[src/rtl/char_glyph_writer.sv]
// Host byte stream to per-bit glyph write strobes: header + two data bytes fill one 4x3 glyph,
// and the twelve bit writes are paced by the blanking signal.
`timescale 1ns/1ps
module char_glyph_writer #(
   parameter int NUM_CHARS = 16,
   parameter int IDX_W     = 4
) (
   input  logic             clock,
   input  logic             rst,
   input  logic [7:0]       in_data,
   input  logic             in_valid,
   output logic             in_ready,
   input  logic             blank,
   output logic             wr_en,
   output logic [IDX_W-1:0] wr_glyph,
   output logic [1:0]       wr_x,
   output logic [2:0]       wr_y,
   output logic             wr_data,
   output logic             busy,
   output logic             done,
   output logic             err,
   output logic [2:0]       fsm_state
);
   // Handshake: a byte transfers on a rising edge where in_valid & in_ready; the source holds the byte otherwise.
   typedef enum logic [2:0] {
      S_WAIT_HDR = 3'd0,
      S_WAIT_D0  = 3'd1,
      S_WAIT_D1  = 3'd2,
      S_WRITE    = 3'd3,
      S_FINISH   = 3'd4
   } state_t;

   localparam logic [7:0] NUM_CHARS_B = 8'(NUM_CHARS);

   state_t           state, state_d;
   logic [3:0]       k, k_d;
   logic [11:0]      glyph, glyph_d;
   logic [IDX_W-1:0] idx, idx_d;
   logic             wr_en_d, wr_data_d, done_d, err_d;
   logic [IDX_W-1:0] wr_glyph_d;
   logic [1:0]       wr_x_d;
   logic [2:0]       wr_y_d;
   logic             accept, is_hdr, hdr_ok, do_write;

   assign in_ready  = !rst && (state == S_WAIT_HDR || state == S_WAIT_D0 || state == S_WAIT_D1);
   assign busy      = (state != S_WAIT_HDR);
   assign fsm_state = state;
   assign accept    = in_valid && in_ready;
   assign is_hdr    = in_data[7];
   assign hdr_ok    = ({1'b0, in_data[6:0]} < NUM_CHARS_B);

   always_comb begin
      state_d    = state;
      k_d        = k;
      glyph_d    = glyph;
      idx_d      = idx;
      wr_en_d    = 1'b0;
      wr_glyph_d = wr_glyph;
      wr_x_d     = wr_x;
      wr_y_d     = wr_y;
      wr_data_d  = wr_data;
      done_d     = 1'b0;
      err_d      = 1'b0;
      do_write   = 1'b0;
      case (state)
         S_WAIT_HDR: begin
            if (accept) begin
               if (is_hdr && hdr_ok) begin
                  idx_d   = in_data[IDX_W-1:0];
                  state_d = S_WAIT_D0;
               end else begin
                  err_d = 1'b1;
               end
            end
         end
         S_WAIT_D0, S_WAIT_D1: begin
            if (accept) begin
               if (is_hdr) begin
                  err_d = 1'b1;
                  if (hdr_ok) begin
                     idx_d   = in_data[IDX_W-1:0];
                     state_d = S_WAIT_D0;
                  end else begin
                     state_d = S_WAIT_HDR;
                  end
               end else if (state == S_WAIT_D0) begin
                  glyph_d[5:0] = in_data[5:0];
                  state_d      = S_WAIT_D1;
               end else begin
                  // Bit 0 comes from D0, so the first write can go out on the D1 edge itself.
                  glyph_d[11:6] = in_data[5:0];
                  k_d           = 4'd0;
                  state_d       = S_WRITE;
                  do_write      = blank;
               end
            end
         end
         S_WRITE:  do_write = blank;
         S_FINISH: begin
            done_d  = 1'b1;
            state_d = S_WAIT_HDR;
         end
         default:  state_d = S_WAIT_HDR;
      endcase
      if (do_write) begin
         wr_en_d    = 1'b1;
         wr_glyph_d = idx_d;
         wr_x_d     = 2'(k % 4'd3);
         wr_y_d     = 3'(k / 4'd3);
         wr_data_d  = glyph[k];
         if (k == 4'd11) begin
            k_d     = 4'd0;
            state_d = S_FINISH;
         end else begin
            k_d = k + 4'd1;
         end
      end
   end

   always_ff @(posedge clock) begin
      if (rst) begin
         state    <= S_WAIT_HDR;
         k        <= '0;
         glyph    <= '0;
         idx      <= '0;
         wr_en    <= 1'b0;
         wr_glyph <= '0;
         wr_x     <= '0;
         wr_y     <= '0;
         wr_data  <= 1'b0;
         done     <= 1'b0;
         err      <= 1'b0;
      end else begin
         state    <= state_d;
         k        <= k_d;
         glyph    <= glyph_d;
         idx      <= idx_d;
         wr_en    <= wr_en_d;
         wr_glyph <= wr_glyph_d;
         wr_x     <= wr_x_d;
         wr_y     <= wr_y_d;
         wr_data  <= wr_data_d;
         done     <= done_d;
         err      <= err_d;
      end
   end
endmodule

[config.mk]
export PLATFORM = sky130hd
export DESIGN_NAME = char_glyph_writer
export DESIGN_NICKNAME = d
export VERILOG_FILES = /design/src/rtl/char_glyph_writer.sv
export SDC_FILE = /design/constraint.sdc
export NUM_CORES = 1
export LEC_CHECK = 0
export CORE_ASPECT_RATIO = 0.6
export CORE_UTILIZATION = 38
export DETAILED_ROUTE_END_ITERATION = 7
export PLACE_DENSITY = 0.6
export SYNTH_ARGS = -nofsm -noshare
export SYNTH_HDL_FRONTEND = slang
export SYNTH_SLANG_ARGS = --single-unit
[constraint.sdc]
create_clock -name clock -period 3.3 [get_ports clock]
set_input_delay 0.66 -clock clock [delete_from_list [all_inputs] [get_ports clock]]
set_output_delay 0.66 -clock clock [all_outputs]
set_load 0.02 [all_outputs]
==> results.txt <==
Synth Instances = 180
slew margin rel. = 60.48%
Net Sw Frac = 21.21%
vias = 1431
startpoint types = primary input
first-pass GRT wire length = 6.216 mm
sequential power share = 50.6%
vias in the first global route = 1314
CP arrival = 2.10 ns
fill count = 389
crit path max fanout = 5
Max-cap violations = 0
worst IR drop on VDD = 224.9 uV
I/O Pins = 30
Routed Antenna Nets = 0
post-CTS setup buffer count = 0
Comb pwr share = 5.6%
critical path capture point type = output pin
WP buf/inv = 2
Initial DRC Count = 69
die width = 88.61 um
status = finished, final reports clean
Clock Power Share = 43.8%
setup TNS = 0 ns
fin crit period = 2.757 ns
yosys warns = 0
Crit path max-delay family = buffers and inverters
critical path class = in -> out
clk buf depth = 2
Clock Pin Slew Worst Setup and Hold Paths = 0.07 ns
critical path, cell by cell = clkdlybuf4s50_1, a211oi_2, clkdlybuf4s50_1
FF-to-FF path depth = 10
post-synthesis average cell area = 9.502 um2
Worst Max-Slew Pin Slew = 0.5912 ns
Layout Skew = 0.003742 ns
Die Span Y = 53.97 um
HP Class = reg -> reg
power consumption = 0.8679 mW
Final Cycle Share = 83.55%
# diodes = 0
clock root cell = clkbuf_8
layout cells sized above 1 = 8.780%
Internal Power = 0.6839 mW
required time of the critical path = 2.64 ns
Max Clk Rate = 362.7 MHz
clock sinks = 36
hold bufs inserted after CTS = 0
Crit path depth = 3
CTS Buf Count = 5
Max Slew Vio Count = 0
grt total ovfl = 0
Residual DRC = 0
sequential cell area fraction in the yosys report = 42.14%
largest area contributor in the netlist = dfxtp_1
most used cell, CP = clkdlybuf4s50_1
post-CTS resize count = 0
DP HPWL = 2.670 mm
RSZ-0062 raised after global routing = no
Pleak = 0.8375 nW
Hold Path Stages = 2
Pre-antenna DRT Iters = 4
Port Buffers = 29
Switch Pwr = 0.1841 mW
TritonCTS clock tree = built
initial core utilization = 40.61%
largest net degree at the start of global routing = 41
dpl ws = 0.5118 ns
H-Tree Depth = 2
final net count = 221
Slowest cell on crit path = clkdlybuf4s50_1
GRT Resource Usage Total = 17.67%
Core Util, Final = 50.80%
GP Congestion = 0.7812
Core Box Area = 4212 um2
power per standard cell area = 405.7 nW/um2
Final Setup Violations = 0
Mapped Area = 1710 um2
crit-path max cell delay = 0.67 ns
Seq cells post-synth = 36
Final Hold Viols = 0
DR vias/cell = 5.400
initial antenna violation count = 0
final WL = 3.703 mm
Mapped Nets = 197
Wirelength per Cell = 13.97 um
setup ws final = 0.5427 ns
Synth cell types = 36
Multi-input gate area = 912.1 um2
clk_lat worst skew = 0.28 ns
FF/Latch Area = 720.7 um2
Synth area leaders = dfxtp_1 42%, mux2i_1 11%, nor2_1 6.1%
area of the die = 4782 um2
# rows = 18
area delta synth->final = 25.09%
share of the synthesized area in the top cell type = 42.14%
metrics by stage:
stage	cell area [um2]	cells	hold WS [ns]
final	2140	265	0.4797
after global routing	2140	265	0.5166
after CTS	2140	265	0.4822
after detailed placement	2028	257	0.4623
after global placement	2028	257	0.4558
after floorplan	1710	180	0.4578
flip-flops by register name, indices dropped and copies added, names as in the netlist:
signal,count
wr_glyph,4
err,1
wr_data,1
wr_x,2
wr_y,3
glyph,12
k,4
fsm_state,3
done,1
idx,4
wr_en,1
power groups by stage:
stage                     combinational (mW)  sequential (mW)  clock, mW
after CTS                             0.0488            0.439      0.393
after floorplan                       0.0206            0.449          0
after detailed placement              0.0486            0.449          0
final                                 0.0485            0.439      0.381
after global routing                  0.0526            0.439      0.415
after global placement                0.0470            0.449          0
cells by family (layout without fill, tap and decap cells):
group | count (synthesis) | count (layout) | synth area share (%)
flops | 36 | 36 | 42.14
compound gates | 27 | 27 | 11.34
buf+inv | 18 | 43 | 4.535
simple gates | 72 | 72 | 23.34
fa+ha+maj | 5 | 5 | 3.658
xor+xnor | 1 | 1 | 0.5122
mux | 21 | 21 | 14.48
cell usage in the layout (no fill, tap or decap), types with 2 or more instances in the layout:
cell / netlist / final
or4_1: 2 / 2
buf_4: 0 / 2
inv_1: 4 / 4
dfxtp_1: 36 / 36
or3b_2: 2 / 2
o21ai_0: 4 / 4
nand3_1: 12 / 12
a221oi_1: 2 / 2
ha_1: 5 / 5
mux4_2: 3 / 3
nor2b_1: 3 / 3
nor4b_1: 4 / 4
nand3b_1: 5 / 5
nand2b_1: 4 / 4
clkdlybuf4s50_1: 0 / 29
nand2_1: 2 / 2
clkbuf_8: 0 / 5
nor3_1: 2 / 2
a21oi_1: 7 / 7
nor2_1: 28 / 28
mux2i_1: 18 / 18
a211oi_1: 9 / 9
cell type report:
type / instances / share of cell area, %
inverter: 4 / 0.7018
tap: 60 / 3.509
multi-input combinational: 126 / 42.63
clock inverter: 3 / 1.988
sequential: 36 / 33.68
timing repair buffer: 31 / 14.27
clock buffer: 5 / 3.216
tightest hold or removal path: stages (launching register included):
cell,delay (ns)
dfxtp_1,0.32
nand2_1,0.06
a21oi_1,0.06
path summary, 6_finish.rpt:
path | startpoint | end | slack (ns)
worst max register to register | k[2] | wr_x[0] | 0.63
worst max-delay path | rst | in_ready | 0.54
worst min-delay path | wr_y[2] | wr_y[2] | 0.48
worst min register to register | wr_y[2] | wr_y[2] | 0.48
synth_stat cells:
cell type	n
a211oi_1	9
a211oi_2	1
a21o_1	1
a21oi_1	7
a221oi_1	2
a2bb2oi_1	1
a311oi_1	1
a41oi_2	1
and2_1	1
and3_1	1
and4b_1	1
buf_2	2
buf_6	1
clkbuf_1	11
dfxtp_1	36
ha_1	5
inv_1	4
mux2i_1	18
mux4_2	3
nand2_1	2
nand2b_1	4
nand3_1	12
nand3b_1	5
nand4b_1	1
nor2_1	28
nor2b_1	3
nor3_1	2
nor4b_1	4
o21ai_0	4
or3_1	1
or3b_1	1
or3b_2	2
or4_1	2
or4b_2	1
or4bb_1	1
xnor2_1	1
routing by layer:
metal  global-route usage (%)  wire length (um)  vias to the layer above
met5                        0                 0                        -
li1                         -                 -                      695
met4                    7.258                52                        0
met3                    5.368               191                        7
met1                    22.47              1823                      686
met2                    28.33              1635                       43
(Power assumes the default switching activity.)
